[src/rtl/pump_sequencer.sv]
// pump_sequencer: level-driven pump controller with sensor debounce, stall timeout and cooldown.
// Revision 1.0 - initial release.
`default_nettype none

module pump_sequencer #(
  parameter int LOW_LVL      = 1,
  parameter int HIGH_LVL     = 8,
  parameter int TIMEOUT_CYC  = 200,
  parameter int COOLDOWN_CYC = 16
) (
  input  logic        clk,
  input  logic        rst,
  input  logic [8:0]  sensor_in,
  input  logic        start_req,
  input  logic        stop_req,
  input  logic        auto_en,
  input  logic        fault_clr,
  output logic        pump_on,
  output logic [3:0]  level,
  output logic [1:0]  state_o,
  output logic [1:0]  fault_code,
  output logic [15:0] pump_cycles
);

  localparam int TW = (TIMEOUT_CYC  > 1) ? $clog2(TIMEOUT_CYC)  : 1;
  localparam int CW = (COOLDOWN_CYC > 1) ? $clog2(COOLDOWN_CYC) : 1;

  localparam logic [3:0]    c_low_lvl    = 4'(LOW_LVL);
  localparam logic [3:0]    c_high_lvl   = 4'(HIGH_LVL);
  localparam logic [TW-1:0] c_stall_last = TW'(TIMEOUT_CYC - 1);
  localparam logic [CW-1:0] c_cool_last  = CW'(COOLDOWN_CYC - 1);

  typedef enum logic [1:0] {
    S_IDLE     = 2'd0,
    S_RUN      = 2'd1,
    S_COOLDOWN = 2'd2,
    S_FAULT    = 2'd3
  } state_t;

  state_t        r_state, w_state_d;
  logic [8:0]    r_samp;
  logic [3:0]    r_level;
  logic [1:0]    r_fault, w_fault_d;
  logic [TW-1:0] r_stall, w_stall_d;
  logic [CW-1:0] r_cool, w_cool_d;
  logic          r_pump;
  logic [15:0]   r_pcyc;

  logic          w_samp_ok, w_lvl_chg, w_bad;
  logic [3:0]    w_new_lvl;

  // A legal code is a run of ones from bit 0 upward, so adding one clears every set bit.
  function automatic logic is_therm(input logic [8:0] c);
    logic [9:0] p;
    p = {1'b0, c} + 10'd1;
    return (({1'b0, c} & p) == 10'd0);
  endfunction

  function automatic logic [3:0] therm_dec(input logic [8:0] c);
    logic [3:0] n;
    n = 4'd0;
    for (int i = 0; i < 9; i++) n = n + {3'b000, c[i]};
    return n;
  endfunction

  // Debounce compares the live input against the previous sample.
  assign w_new_lvl = therm_dec(sensor_in);
  assign w_samp_ok = is_therm(sensor_in) && (sensor_in == r_samp);
  assign w_lvl_chg = w_samp_ok && (w_new_lvl != r_level);
  assign w_bad     = !is_therm(sensor_in) && !is_therm(r_samp);

  always_comb begin
    w_state_d = r_state;
    w_fault_d = r_fault;
    w_stall_d = r_stall;
    w_cool_d  = r_cool;
    case (r_state)
      S_IDLE: begin
        if (w_bad) begin
          w_state_d = S_FAULT;
          w_fault_d = 2'd1;
        end else if ((start_req || (auto_en && r_level >= c_high_lvl)) &&
                     (r_level > c_low_lvl) && !stop_req) begin
          w_state_d = S_RUN;
          w_stall_d = '0;
        end
      end
      S_RUN: begin
        if (w_bad) begin
          w_state_d = S_FAULT;
          w_fault_d = 2'd1;
        end else if (!w_lvl_chg && r_stall == c_stall_last) begin
          w_state_d = S_FAULT;
          w_fault_d = 2'd2;
        end else begin
          w_stall_d = w_lvl_chg ? '0 : r_stall + TW'(1);
          if (stop_req || r_level <= c_low_lvl) begin
            w_state_d = S_COOLDOWN;
            w_cool_d  = '0;
          end
        end
      end
      S_COOLDOWN: begin
        if (w_bad) begin
          w_state_d = S_FAULT;
          w_fault_d = 2'd1;
        end else if (r_cool == c_cool_last) begin
          w_state_d = S_IDLE;
        end else begin
          w_cool_d = r_cool + CW'(1);
        end
      end
      S_FAULT: begin
        if (fault_clr) begin
          w_state_d = S_COOLDOWN;
          w_fault_d = 2'd0;
          w_cool_d  = '0;
        end
      end
      default: w_state_d = S_IDLE;
    endcase
  end

  always_ff @(posedge clk or posedge rst) begin
    if (rst) begin
      r_state <= S_IDLE;
      r_samp  <= '0;
      r_level <= '0;
      r_fault <= '0;
      r_stall <= '0;
      r_cool  <= '0;
      r_pump  <= 1'b0;
      r_pcyc  <= '0;
    end else begin
      r_state <= w_state_d;
      r_samp  <= sensor_in;
      if (w_samp_ok) r_level <= w_new_lvl;
      r_fault <= w_fault_d;
      r_stall <= w_stall_d;
      r_cool  <= w_cool_d;
      r_pump  <= (w_state_d == S_RUN);
      if (r_pump && r_pcyc != 16'hFFFF) r_pcyc <= r_pcyc + 16'd1;
    end
  end

  assign pump_on     = r_pump;
  assign level       = r_level;
  assign state_o     = r_state;
  assign fault_code  = r_fault;
  assign pump_cycles = r_pcyc;

endmodule

`default_nettype wire

[config.mk]
export PLATFORM = sky130hd
export DESIGN_NAME = pump_sequencer
export DESIGN_NICKNAME = d
export VERILOG_FILES = /design/src/rtl/pump_sequencer.sv
export SDC_FILE = /design/constraint.sdc
export NUM_CORES = 1
export LEC_CHECK = 0
export ABC_AREA = 1
export ABC_CLOCK_PERIOD_IN_PS = 4780
export BUFFER_PORTS_ARGS = -buffer_cell sky130_fd_sc_hd__buf_4
export CAP_MARGIN = 20
export CORE_MARGIN = 5
export CORE_UTILIZATION = 64
export CTS_BUF_LIST = sky130_fd_sc_hd__clkbuf_4
export CTS_CLUSTER_DIAMETER = 60
export DETAILED_ROUTE_END_ITERATION = 10
export PLACE_DENSITY = 0.88
export SYNTH_ARGS = -nofsm -noshare
export SYNTH_HDL_FRONTEND = slang
export SYNTH_SLANG_ARGS = --single-unit
[constraint.sdc]
create_clock -name clk -period 4.78 [get_ports clk]
set_input_delay 0.717 -clock clk [delete_from_list [all_inputs] [get_ports clk]]
set_output_delay 0.717 -clock clk [all_outputs]
set_load 0.005 [all_outputs]
# == Word-level counts from Yosys, hierarchy flattened ==
# Index checks and enable logic that the tools add are counted.
# totals
register_bits,46
output_inout_bits,25
inputBits,15
word_cells,95
# classes
eq_ne,19
n_addsub,13
n_bitwise,2
n_mux,27
n_reduce_logical,23
n_lt_le_gt_ge,3
# op_table
operator,count
two-way mux 8 bit,5
two-way mux 2 bit,12
two-way mux 4 bit,6
adder 4 x 1 -> 4 bit,5
adder 9 x 1 -> 10 bit (second input constant),2
bitwise AND 9 x 10 -> 10 bit,2
zero test 10 bit,2
adder 16 x 1 -> 16 bit (second input constant),1
inequality test 16 bit (second input constant),1
inequality test 2 bit (second input constant),8
case mux 8 bit (2 select lines),1
case mux 4 bit (3 select lines),1
equality test 9 bit,1
adder 8 x 1 -> 8 bit (second input constant),1
equality test 8 bit (second input constant),1
logical AND 1 bit,8
case mux 2 bit (4 select lines),1
AND reduction 7 bit,1
case mux 2 bit (3 select lines),1
AND reduction 5 bit,1
adder 3 x 1 -> 4 bit,1
adder 4 x 1 -> 4 bit (second input constant),1
equality test 2 x 1 -> 1 bit (second input constant),2
equality test 2 bit (second input constant),2
16 further kinds,20

# == Longest topological paths before layout ==
# logic_depth
word_depth,16
ltp_mapped,20
mapped_depth_nobuf,19

# == Worst setup path before layout ==
# No wires, ideal clock.
# synth_timing
kind,in2reg
from,input port sensor_in[0]
to,register r_stall[3]
t_arrival_ps,4012
setup_slack_ps,651
path_stages,17
cell_sequence,fa_1 > inv_1 > fa_1 > fa_1 > fa_1 > fa_1 > xor2_1 > nand2_1 > nor2_1 > nand2_1 > nand3_4 > nand3_4 > nand2_2 > buf_6 > nand2_1 > o21ai_1 > inv_1
# synth_via
elab_chain_cells,14
word_cells_on_any_way,27
classes_between,add/sub: 9; eq/ne: 5; mux: 4; bitwise: 1; reduce/logical: 8
# synth_lines
element,line_no,rtl
start: declaration,13,"input logic [8:0] sensor_in,"
adder 1 x 1 -> 2 bit,62,"for (int i = 0; i < 9; i++) n = n + {3'b000, c[i]};"
adder 2 x 1 -> 3 bit,62,
adder 3 x 1 -> 4 bit,62,
adder 4 x 1 -> 4 bit (5 in a row),62,
inequality test 4 bit,69,assign w_lvl_chg = w_samp_ok && (w_new_lvl != r_level);
logical AND 1 bit,69,
two-way mux 8 bit / zero test 1 bit (equally long branches),"96, 92",
two-way mux 8 bit / logical AND 1 bit (equally long branches),92,end else if (!w_lvl_chg && r_stall == c_stall_last) begin
two-way mux 8 bit / inequality test 2 bit (equally long branches),--,
case mux 8 bit (2 select lines) / AND reduction 5 bit (equally long branches),--,
end signal: assignment,139,r_stall <= w_stall_d;
end: declaration,44,"logic [TW-1:0] r_stall, w_stall_d;"
# Several ways; a longest one is shown, not always the timed one. The select of a mux whose other input is x is not followed.
# A chain may end at the register's enable or synchronous reset.

# == Worst setup path after layout ==
# layout_timing
from,input port sensor_in[0]
to,register r_stall[7]
# Same word-level chain as after synthesis.

==> summary.txt <==
Detailed routing
  • DRT iter0 DRCs: 203
  • DR pass1 iterations: 5
  • Wire per inst: between 10 and 15 µm
  • Routed Antenna Nets: 0
  • Vias per cell: 5.23
  • Vias post-DR: between 2000 and 2500
  • Routed WL: about 5700 µm
  • DR DRC count: 0

CTS
  • Post-cts resize count: 0
  • H-tree depth: 2
  • Clock Sinks: 46
  • CTS Hold Bufs: 0
  • Clock transition at path regs: 0.14 ns
  • Root Driver: clkbuf_4
  • Clock Path Buffers: 2
  • TritonCTS clock tree: done
  • Setup Fix Bufs, Post-CTS: 0
  • CTS Buf Count: 5
  • Skew-Pair Late Insertion Delay: between 0.3 and 0.4 ns

Timing
  • Slew Limit Headroom: 61.7%
  • Tmin final: about 4 ns
  • Final max-slew violation count: 0
  • Clock Skews: 0.00599 ns
  • Final hold violation count: 0
  • Crit share post-route: 85.2%
  • Setup ws final: 0.707 ns
  • Fmax: 246 MHz
  • Post-Route Setup TNS: 0 ns
  • RSZ-0062 raised after global routing: false
  • Finish-stage setup viols: 0
  • Worst-margin pin slew: 0.574 ns

GRT
  • First-pass GRT wire length: 10200 µm
  • Largest net degree at the start of global routing: 47
  • GRT Overall Usage: 22.9%
  • Initial antenna violation count: 0
  • Grt ovf: 0
  • Vias in the first global route: 2400

Setup path
  • CP bufs+invs: 4
  • Worst Path Arrival: 4.35 ns
  • Most frequent cell on the critical path: fa_1
  • CP required: 5.06 ns
  • Worst path depth: 17
  • Register-to-Register Path Depth: 8
  • Slowest CP cell: fa_1
  • Worst Path Max Fanout: 11
  • Slowest cell delay on critical path: 0.53 ns
  • Critical path's top delay family: adder cells
  • Startpoint Class: primary input
  • Crit Path Class: primary input to register
  • Critical-path cell list: buf_4 -> fa_1 -> inv_1 -> fa_1 -> fa_1 -> fa_1 -> fa_1 -> xor2_1 -> nand2_1 -> nor2_1 -> nand2_1 -> nand3_4 -> nand3_4 -> nand2_2 -> inv_1 -> o21ai_0 -> inv_1
  • Worst setup EP type: register

Floorplan
  • Ports: 40
  • Die area: roughly 5700 µm²
  • # rows: 24
  • Die W: 75.8 µm
  • Starting Density: 65.0%
  • Die H: around 76 µm
  • Core ar.: 4260 µm²

Layout
  • N_diodes: 0
  • Commonest cells after routing, fill and taps aside: nand2_1 (99), inv_1 (53), dfrtp_1 (46)
  • Area growth from synthesis to layout: 15.7%
  • Commonest non-fill, non-tap cell in the layout: nand2_1
  • Post-layout util: 75.3%
  • Share of cells above drive strength 1: 16.6%
  • Cell Count, Final, Fillers Out: 455
  • Nets@finish: 429

Power and ir drop
  • Pwr Total: 909 µW
  • Pwr dens: roughly 280 nW/µm²
  • Leakage: 0.00175 µW
  • Peak VDD IR: 0.000190 V

Outcome
  • Status: complete, no violations

Flow run
  • Max_cap viols: 0

Hold path
  • Hold depth: 1
  • Hold WC Path Type: primary input to register

Place
  • DP HPWL: 4400 µm
  • Placed cells: 447
  • Pre-CTS setup slack: 0.295 ns
  • IO Port Bufs: 39
  • Gp weighted congestion: between 0.8 and 0.9

Yosys
  • Post-synthesis simple-gate area fraction: 31.9%
  • Part of the Yosys area used for sequential elements: 41.5%
  • Adder-Cell Fraction of Synth Area: between 6 and 7%
  • Synth Instances: about 360
  • Multiplexer share of the synthesized area: 0%
  • Synth Area in XOR/XNOR: 6.63%
  • Area of the mapped netlist: 2770 µm²
  • Cell variety after synth: 27
  • Combinational family with the most area after synthesis: simple AND/OR/NAND/NOR gates
  • Avg Inst Size Synth: around 8 µm²
  • Synth Area in Compound Gates: 4.83%
  • Synth Flop Type: dfrtp_1
  • Syn Nets: 383
  • Synth warn: 0
  • FFs w/ async S/R, synth: 100%
  • Yosys reg bits: 46
  • EDFF count, synth: 0
==> sequential cells by signal, indices dropped and copies added, names as in the netlist <==
name	flops
r_samp	9
fault_code	2
level	4
pump_cycles	16
state_o	2
r_stall	8
pump_on	1
r_cool	4
==> cell usage after synthesis (7+ instances only) <==
cell	count	area, µm²
dfrtp_1	46	1150
a21oi_1	9	45.0
ha_1	7	87.6
nor2_1	35	131
nand3_1	26	130
xnor2_1	11	96.3
o21ai_0	10	50.1
nand4_1	14	87.6
xor2_1	10	87.6
inv_1	54	203
nand2_1	99	372
==> stage by stage <==
stage / hold slack, ns / area (µm²)
after global placement: 0.460 / 3130
after global routing: 0.431 / 3210
after CTS: 0.443 / 3210
after floorplan: 0.449 / 2770
final: 0.459 / 3210
after detailed placement: 0.471 / 3130
==> worst register-to-register path: stages, from the launching register on <==
cell and delay (ns):
dfrtp_1 0.42, ha_1 0.19, nand2_1 0.13, nor4_2 0.49, nand3_4 0.17, nand2_2 0.21
inv_1 0.06, o21ai_0 0.14, inv_1 0.05
==> final cells by class <==
| class | count | area (µm²) |
|---|---|---|
| inverters | 59 | 221 |
| clock inverters | 2 | 37.5 |
| well taps | 52 | 65.1 |
| fillers | 326 | 1050 |
| flip-flops and latches | 46 | 1150 |
| clock buffers | 6 | 45.0 |
| multi-input cells | 250 | 1390 |
| repair buffers | 40 | 300 |
==> layer usage <==
layer / track usage [%] / part of all wire, %
met2: 38.5 / 50
met4: 7.57 / 1.7
met3: 4.35 / 6.3
met5: 0 / 0
met1: 29.6 / 42
==> cells by family after synthesis <==
kind of cell,after synthesis
compound gates,25
xor+xnor,21
fa+ha+maj,12
buf+inv,60
flops,46
simple gates,192
==> report_power, final <==
group	internal, µW	switching, µW	total, µW
sequential	413	26.4	439
combinational	88.1	135	223
clock	116	132	248
total	617	293	909
==> worst paths after layout <==
path | start | endpoint | slack [ns]
setup / recovery | sensor_in[0] | r_stall[7] | 0.71
hold / removal | sensor_in[5] | r_samp[5] | 0.46
hold reg to reg | fault_code[0] | fault_code[0] | 0.50
max in group asynchronous | rst | r_stall[5] | 3.92
setup reg to reg | r_stall[0] | r_stall[7] | 2.84
min in group asynchronous | rst | pump_cycles[14] | 0.47
No activity file was read; power rests on OpenSTA's default activity.
